## src/rtl/apb_cfg_master_if.sv

```systemverilog
// apb_cfg_master_if: command, response and APB signal bundle for apb_cfg_master.
//   master modport: the requester's view (drives cmd_ready, rsp_*, APB controls).
//   slave  modport: the environment's view (drives cmd_*, rsp_ready, completer returns).
// Ports carried:
//   cmd_valid/cmd_ready/cmd_write/cmd_addr/cmd_wdata  command channel
//   rsp_valid/rsp_ready/rsp_rdata/rsp_err/rsp_timeout response channel
//   psel/penable/pwrite/paddr/pwdata/prdata/pready/pslverr APB bus
interface apb_cfg_master_if #(
  parameter int unsigned ADDR_W = 32,
  parameter int unsigned DATA_W = 32
);
  logic              cmd_valid;
  logic              cmd_ready;
  logic              cmd_write;
  logic [ADDR_W-1:0] cmd_addr;
  logic [DATA_W-1:0] cmd_wdata;

  logic              rsp_valid;
  logic              rsp_ready;
  logic [DATA_W-1:0] rsp_rdata;
  logic              rsp_err;
  logic              rsp_timeout;

  logic              psel;
  logic              penable;
  logic              pwrite;
  logic [ADDR_W-1:0] paddr;
  logic [DATA_W-1:0] pwdata;
  logic [DATA_W-1:0] prdata;
  logic              pready;
  logic              pslverr;

  modport master (
    input  cmd_valid, cmd_write, cmd_addr, cmd_wdata,
    output cmd_ready,
    output rsp_valid, rsp_rdata, rsp_err, rsp_timeout,
    input  rsp_ready,
    output psel, penable, pwrite, paddr, pwdata,
    input  prdata, pready, pslverr
  );

  modport slave (
    output cmd_valid, cmd_write, cmd_addr, cmd_wdata,
    input  cmd_ready,
    input  rsp_valid, rsp_rdata, rsp_err, rsp_timeout,
    output rsp_ready,
    input  psel, penable, pwrite, paddr, pwdata,
    output prdata, pready, pslverr
  );
endinterface

```

## src/rtl/apb_cfg_master.sv

```systemverilog
// apb_cfg_master: runs one command at a time as a single APB transfer
// (SETUP then ACCESS with wait states) and returns data/status on a
// valid/ready response channel.
// Ports:
//   clk  rising-edge clock
//   rst  asynchronous active-high reset
//   bus  apb_cfg_master_if.master (command, response and APB signals)
// Optional feature: define APB_CFG_MASTER_TIMEOUT_EN to abort an ACCESS phase
// after TIMEOUT cycles without pready (reported as rsp_err + rsp_timeout).
module apb_cfg_master #(
  parameter int unsigned ADDR_W  = 32,
  parameter int unsigned DATA_W  = 32,
  parameter int unsigned TIMEOUT = 255
) (
  input logic             clk,
  input logic             rst,
  apb_cfg_master_if.master bus
);

  typedef enum logic [1:0] {
    S_IDLE   = 2'd0,
    S_SETUP  = 2'd1,
    S_ACCESS = 2'd2,
    S_RESP   = 2'd3
  } state_e;

  state_e state_q, state_d;

  logic              psel_q,      psel_d;
  logic              penable_q,   penable_d;
  logic              pwrite_q,    pwrite_d;
  logic [ADDR_W-1:0] paddr_q,     paddr_d;
  logic [DATA_W-1:0] pwdata_q,    pwdata_d;
  logic              rsp_valid_q, rsp_valid_d;
  logic [DATA_W-1:0] rsp_rdata_q, rsp_rdata_d;
  logic              rsp_err_q,   rsp_err_d;
  logic              timeout_hit;

`ifdef APB_CFG_MASTER_TIMEOUT_EN
  localparam int unsigned CNT_W = $clog2(TIMEOUT + 1);

  logic [CNT_W-1:0] cnt_q, cnt_d;
  logic             rsp_timeout_q, rsp_timeout_d;

  // Counter holds the number of waited cycles already elapsed, so this is the
  // TIMEOUT-th waiting cycle; pready in the same cycle still wins.
  assign timeout_hit = (state_q == S_ACCESS) && !bus.pready &&
                       (cnt_q == CNT_W'(TIMEOUT - 1));
`else
  logic [31:0] unused_timeout;
  assign unused_timeout = 32'(TIMEOUT);
  assign timeout_hit    = 1'b0;
`endif

  // State register
  always_ff @(posedge clk or posedge rst) begin
    if (rst) state_q <= S_IDLE;
    else     state_q <= state_d;
  end

  // Next-state logic
  always_comb begin
    state_d = state_q;
    case (state_q)
      S_IDLE:   if (bus.cmd_valid) state_d = S_SETUP;
      S_SETUP:  state_d = S_ACCESS;
      S_ACCESS: if (bus.pready || timeout_hit) state_d = S_RESP;
      S_RESP:   if (bus.rsp_ready) state_d = S_IDLE;
      default:  state_d = S_IDLE;
    endcase
  end

  // Output/datapath next values; every output is registered below
  always_comb begin
    psel_d      = psel_q;
    penable_d   = penable_q;
    pwrite_d    = pwrite_q;
    paddr_d     = paddr_q;
    pwdata_d    = pwdata_q;
    rsp_valid_d = rsp_valid_q;
    rsp_rdata_d = rsp_rdata_q;
    rsp_err_d   = rsp_err_q;
`ifdef APB_CFG_MASTER_TIMEOUT_EN
    cnt_d         = cnt_q;
    rsp_timeout_d = rsp_timeout_q;
`endif
    case (state_q)
      S_IDLE: begin
        if (bus.cmd_valid) begin
          pwrite_d = bus.cmd_write;
          paddr_d  = bus.cmd_addr;
          pwdata_d = bus.cmd_wdata;
          psel_d   = 1'b1;
`ifdef APB_CFG_MASTER_TIMEOUT_EN
          cnt_d    = '0;
`endif
        end
      end
      S_SETUP: penable_d = 1'b1;
      S_ACCESS: begin
        if (bus.pready) begin
          psel_d      = 1'b0;
          penable_d   = 1'b0;
          rsp_valid_d = 1'b1;
          // Writes and failed reads both return zero data
          rsp_rdata_d = (pwrite_q || bus.pslverr) ? '0 : bus.prdata;
          rsp_err_d   = bus.pslverr;
`ifdef APB_CFG_MASTER_TIMEOUT_EN
          rsp_timeout_d = 1'b0;
`endif
        end else if (timeout_hit) begin
          psel_d      = 1'b0;
          penable_d   = 1'b0;
          rsp_valid_d = 1'b1;
          rsp_rdata_d = '0;
          rsp_err_d   = 1'b1;
`ifdef APB_CFG_MASTER_TIMEOUT_EN
          rsp_timeout_d = 1'b1;
`endif
        end else begin
`ifdef APB_CFG_MASTER_TIMEOUT_EN
          cnt_d = cnt_q + CNT_W'(1);
`endif
        end
      end
      S_RESP: if (bus.rsp_ready) rsp_valid_d = 1'b0;
      default: ;
    endcase
  end

  // Output and datapath registers
  always_ff @(posedge clk or posedge rst) begin
    if (rst) begin
      psel_q      <= 1'b0;
      penable_q   <= 1'b0;
      pwrite_q    <= 1'b0;
      paddr_q     <= '0;
      pwdata_q    <= '0;
      rsp_valid_q <= 1'b0;
      rsp_rdata_q <= '0;
      rsp_err_q   <= 1'b0;
`ifdef APB_CFG_MASTER_TIMEOUT_EN
      cnt_q         <= '0;
      rsp_timeout_q <= 1'b0;
`endif
    end else begin
      psel_q      <= psel_d;
      penable_q   <= penable_d;
      pwrite_q    <= pwrite_d;
      paddr_q     <= paddr_d;
      pwdata_q    <= pwdata_d;
      rsp_valid_q <= rsp_valid_d;
      rsp_rdata_q <= rsp_rdata_d;
      rsp_err_q   <= rsp_err_d;
`ifdef APB_CFG_MASTER_TIMEOUT_EN
      cnt_q         <= cnt_d;
      rsp_timeout_q <= rsp_timeout_d;
`endif
    end
  end

  // cmd_ready is a pure state decode
  assign bus.cmd_ready = (state_q == S_IDLE);
  assign bus.psel      = psel_q;
  assign bus.penable   = penable_q;
  assign bus.pwrite    = pwrite_q;
  assign bus.paddr     = paddr_q;
  assign bus.pwdata    = pwdata_q;
  assign bus.rsp_valid = rsp_valid_q;
  assign bus.rsp_rdata = rsp_rdata_q;
  assign bus.rsp_err   = rsp_err_q;
`ifdef APB_CFG_MASTER_TIMEOUT_EN
  assign bus.rsp_timeout = rsp_timeout_q;
`else
  assign bus.rsp_timeout = 1'b0;
`endif

endmodule

```

## src/flat_wrapper.sv

```systemverilog
// flat-port wrapper written by rule: the top's interface ports become plain ports
module apb_cfg_master_flat 
#(
  parameter int unsigned ADDR_W  = 32,
  parameter int unsigned DATA_W  = 32,
  parameter int unsigned TIMEOUT = 255
)
  (clk, rst, bus_cmd_valid, bus_cmd_write, bus_cmd_addr, bus_cmd_wdata, bus_cmd_ready, bus_rsp_valid, bus_rsp_rdata, bus_rsp_err, bus_rsp_timeout, bus_rsp_ready, bus_psel, bus_penable, bus_pwrite, bus_paddr, bus_pwdata, bus_prdata, bus_pready, bus_pslverr);
  apb_cfg_master_if #(.ADDR_W(ADDR_W), .DATA_W(DATA_W)) bus_i ();
  input logic clk;
  input logic rst;
  input wire logic [$bits(bus_i.cmd_valid)-1:0] bus_cmd_valid;
  input wire logic [$bits(bus_i.cmd_write)-1:0] bus_cmd_write;
  input wire logic [$bits(bus_i.cmd_addr)-1:0] bus_cmd_addr;
  input wire logic [$bits(bus_i.cmd_wdata)-1:0] bus_cmd_wdata;
  output wire logic [$bits(bus_i.cmd_ready)-1:0] bus_cmd_ready;
  output wire logic [$bits(bus_i.rsp_valid)-1:0] bus_rsp_valid;
  output wire logic [$bits(bus_i.rsp_rdata)-1:0] bus_rsp_rdata;
  output wire logic [$bits(bus_i.rsp_err)-1:0] bus_rsp_err;
  output wire logic [$bits(bus_i.rsp_timeout)-1:0] bus_rsp_timeout;
  input wire logic [$bits(bus_i.rsp_ready)-1:0] bus_rsp_ready;
  output wire logic [$bits(bus_i.psel)-1:0] bus_psel;
  output wire logic [$bits(bus_i.penable)-1:0] bus_penable;
  output wire logic [$bits(bus_i.pwrite)-1:0] bus_pwrite;
  output wire logic [$bits(bus_i.paddr)-1:0] bus_paddr;
  output wire logic [$bits(bus_i.pwdata)-1:0] bus_pwdata;
  input wire logic [$bits(bus_i.prdata)-1:0] bus_prdata;
  input wire logic [$bits(bus_i.pready)-1:0] bus_pready;
  input wire logic [$bits(bus_i.pslverr)-1:0] bus_pslverr;
  assign bus_i.cmd_valid = bus_cmd_valid;
  assign bus_i.cmd_write = bus_cmd_write;
  assign bus_i.cmd_addr = bus_cmd_addr;
  assign bus_i.cmd_wdata = bus_cmd_wdata;
  assign bus_cmd_ready = bus_i.cmd_ready;
  assign bus_rsp_valid = bus_i.rsp_valid;
  assign bus_rsp_rdata = bus_i.rsp_rdata;
  assign bus_rsp_err = bus_i.rsp_err;
  assign bus_rsp_timeout = bus_i.rsp_timeout;
  assign bus_i.rsp_ready = bus_rsp_ready;
  assign bus_psel = bus_i.psel;
  assign bus_penable = bus_i.penable;
  assign bus_pwrite = bus_i.pwrite;
  assign bus_paddr = bus_i.paddr;
  assign bus_pwdata = bus_i.pwdata;
  assign bus_i.prdata = bus_prdata;
  assign bus_i.pready = bus_pready;
  assign bus_i.pslverr = bus_pslverr;
  apb_cfg_master #(.ADDR_W(ADDR_W), .DATA_W(DATA_W), .TIMEOUT(TIMEOUT)) u_core (.clk(clk), .rst(rst), .bus(bus_i));
endmodule
```

## config.mk

```make
export PLATFORM = sky130hd
export DESIGN_NAME = apb_cfg_master_flat
export DESIGN_NICKNAME = d
export VERILOG_FILES = /design/src/rtl/apb_cfg_master_if.sv /design/src/rtl/apb_cfg_master.sv /design/src/flat_wrapper.sv
export SDC_FILE = /design/constraint.sdc
export NUM_CORES = 1
export LEC_CHECK = 0
export CORE_MARGIN = 1.5
export CORE_UTILIZATION = 42
export DETAILED_ROUTE_END_ITERATION = 12
export PLACE_DENSITY = 0.88
export SLEW_MARGIN = 20
export SYNTH_ARGS = -nofsm -noshare
export SYNTH_HDL_FRONTEND = slang
export SYNTH_SLANG_ARGS = --single-unit
```

## constraint.sdc

```tcl
create_clock -name clk -period 12.4 [get_ports clk]
set_input_delay 3.72 -clock clk [delete_from_list [all_inputs] [get_ports clk]]
set_output_delay 3.72 -clock clk [all_outputs]
set_load 0.02 [all_outputs]
```

==> impl_metrics.json <==
{
  "result_of_the_run": "complete, no violations",
  "critPathLaunchType": "input pin",
  "timing.critical_path.buf_inv": 2,
  "post-route-min-period_ps": 5480,
  "globalRouteOverflowTotal": 0,
  "flow.area_growth_from_synthesis_pct": 60.8,
  "synth_area_leader_cell": "dfrtp_1",
  "number_of_synthesized_flops_with_an_enable_pin": 0,
  "hold_path.class": "reg2reg",
  "yosys-top-cells-area": "dfrtp_1 66%, mux2_2 19%, a22o_1 7.4%",
  "cts_max_level": 3,
  "drcViolationCount": 0,
  "groute.usage.overall_pct": 19.6,
  "i_o_buffers": 204,
  "synth.avg_cell_area_sq_um": 15.9,
  "netlist.area_leader.share_pct": 66.2,
  "yosys_warnings": 0,
  "clk_transition_reported_paths_ps": 100,
  "clock_skew_ps": 16.3,
  "yosysSeqAreaShare_pct": 66.2,
  "finalWorstSetupSlack_ps": 6920,
  "final_hold_viol_count": 0,
  "cts_tree": "yes",
  "synth_simple_gate_area_share_pct": 0.900,
  "synthesis.area_sq_um": 3890,
  "dpl.hpwl_microns": 7050,
  "drtAntennaViolNets": 0,
  "post-route-cell-area_sq_um": 6260,
  "reg2reg_slack_ps": 10020,
  "drt_first_pass_iters": 4,
  "async_flop_share_pct": 100,
  "synth_flop_cell": "dfrtp_1",
  "nets": 559,
  "synth_net_count": 354,
  "grt_pass1_wl_microns": 15000,
  "drt_wl_total_microns": 9470,
  "dpl_worst_slack_ps": 6510,
  "antennaDiodeCount": 0,
  "share_of_cell_area_taken_by_muxes_after_synthesis_pct": 20.1,
  "cts-root-to-sink-buffers": 2,
  "crit_chain": "clkdlybuf4s50_1 > nand2_2 > buf_4 > mux2_2",
  "die_h_microns": 99.3,
  "clock-sinks": 103,
  "slowest_stage_cell_crit_path": "nand2_2",
  "initialDrtViolationCount": 54,
  "die_area_sq_um": 9860,
  "drive_gt1_share_pct": 19.4,
  "synth_seq_cells": 103,
  "cp-endpoint": "u_core.bus.pwdata[2]$_DFFE_PP0P_",
  "die_x_microns": 99.3,
  "path_depth": 4,
  "mostFrequentLayoutCells": "204 x clkdlybuf4s50_1, 103 x dfrtp_1, 66 x mux2_2, 33 x a22o_1, 11 x clkbuf_8",
  "grt_start_max_net_pins": 63,
  "critPathArrivalTime_ps": 5700,
  "slew-limit-headroom_pct": 48.6,
  "synth_compound_area_share_pct": 8.19,
  "initial_antenna_violation_count": 0,
  "coreArea_sq_um": 8850,
  "rsz0062_at_grt": "false",
  "place_area_sq_um": 6030,
  "powerDensity_nw_per_um2": 267,
  "synth_xor_xnor_area_share_pct": 0,
  "criticalPathCategory": "in2reg",
  "setup_total_negative_slack_ps": 0,
  "r2r_start": "u_core.state_q[1]$_DFFE_PP0P_",
  "avgViaCountPerCell": 4.95,
  "clock-root-buffer": "clkbuf_8",
  "worst_reg2reg_path_length_in_cells": 5,
  "route.vias.total": 2784,
  "power_leakage_nw": 2.70,
  "critPathTopFamily": "buffers and inverters",
  "max-cap-violations": 0,
  "gpl.final_weighted_congestion": 0.805,
  "cp_max_stage_delay_ps": 590,
  "vdd_ir_drop_max_mv": 0.126,
  "tightestPinTransition_ps": 769,
  "synth.distinct_cells": 17,
  "synth_top_family_by_area": "multiplexers",
  "synthAdderAreaFrac_pct": 1.93,
  "worst-endpoint-required_ps": 12620,
  "first_global_vias": 2984,
  "rr_endpoint": "u_core.bus.pwdata[2]$_DFFE_PP0P_",
  "cts.repair.resized": 0,
  "critPathMaxFanout": 34,
  "period_share_pct": 44.2,
  "initial_core_util_pct": 44.0,
  "numCtsBuffers": 9,
  "timing.final.max_slew_violations": 0,
  "mostFrequentLayoutCell": "clkdlybuf4s50_1",
  "design.portCount": 206,
  "endpoint_kind": "flop",
  "clkLatencyLatePin_ps": 350,
  "cp-startpoint": "bus_cmd_valid",
  "hold_fix_buffer_count_after_cts": 0,
  "fp-row-count": 34,
  "finalSetupViolations": 0,
  "max_clock_freq_mhz": 183,
  "wire_per_inst_microns": 16.9,
  "number_of_cells_produced_by_synthesis": 245,
  "postCtsSetupRepairBufs": 0
}
## metrics by stage
| stage | std cells | total power [mW] | hold slack, ps | utilization [%] |
|---|---|---|---|---|
| 6_report | 562 | 1.67 | 495 | 70.8 |
| 3_3_place_gp | 546 | 1.44 | 477 | 68.1 |
| 3_5_place_dp | 546 | 1.47 | 476 | 68.1 |
| 5_1_grt | 562 | 1.76 | 521 | 70.8 |
| 2_1_floorplan | 245 | 1.04 | 536 | - |
| 4_1_cts | 561 | 1.69 | 499 | 70.5 |
## how the worst min path moves through the flow
stage,cells past startpoint,endpoint,start
2_1_floorplan,1,u_core.state_q[1]$_DFFE_PP0P_,u_core.state_q[1]$_DFFE_PP0P_
3_3_place_gp,2,u_core.bus.penable$_DFFE_PP0P_,u_core.bus.penable$_DFFE_PP0P_
3_5_place_dp,2,u_core.bus.penable$_DFFE_PP0P_,u_core.bus.penable$_DFFE_PP0P_
4_1_cts,2,u_core.bus.penable$_DFFE_PP0P_,u_core.bus.penable$_DFFE_PP0P_
5_1_grt,1,u_core.bus.pwdata[6]$_DFFE_PP0P_,u_core.bus.pwdata[6]$_DFFE_PP0P_
6_report,2,u_core.bus.penable$_DFFE_PP0P_,u_core.bus.penable$_DFFE_PP0P_
## cell type report
class	count	area, sq um
Fill cell	636	2590
Inverter	6	25.0
Multi-Input combinational cell	122	1230
Tap cell	108	135
Clock inverter	4	55.1
Clock buffer	11	151
Timing Repair Buffer	208	2090
Sequential cell	103	2580
## report_power, final
group	total (mW)	switching [mW]	internal, mW	leakage, nW
Combinational	0.862	0.397	0.465	1.33
Sequential	0.595	0.0916	0.503	1.27
Clock	0.214	0.109	0.104	0.102
## tightest hold or removal path, cell delays in order (launching register included)
cell and delay, ps:
dfrtp_1 350, nand2_1 40, o21ai_0 70
## per-layer routing
layer	wire, microns	vias to the layer above	global-route usage, %	share of wire (%)
li1	-	1280	-	-
met1	3850	1348	24.0	41
met4	299	0	9.10	3.2
met5	0	-	0	0
met2	4670	135	33.0	49
met3	645	21	4.64	6.8
## flip-flops by register name, summed over array words and instances, names as in the netlist
signal / cells
u_core.bus.psel: 1
u_core.bus.paddr: 32
u_core.state_q: 2
u_core.bus.pwrite: 1
u_core.bus.penable: 1
u_core.bus.rsp_err: 1
u_core.bus.rsp_valid: 1
u_core.bus.pwdata: 32
u_core.bus.rsp_rdata: 32
## kinds of logic after synthesis
| family | count (synthesis) |
|---|---|
| adder cells (fa/ha/maj) | 6 |
| multiplexers | 70 |
| other | 1 |
| flip-flops | 103 |
| AO/OA/AOI/OAI | 38 |
| buffers and inverters | 20 |
| AND/OR/NAND/NOR | 7 |
## synth_stat cells, types with 3 or more instances
cell type / instances
mux2i_1: 3
nand2_1: 4
a22o_1: 33
buf_2: 7
clkbuf_1: 3
mux2_2: 66
inv_1: 6
ha_1: 6
buf_4: 4
o21ai_0: 4
dfrtp_1: 103
No activity file was read; power rests on OpenSTA's default activity.
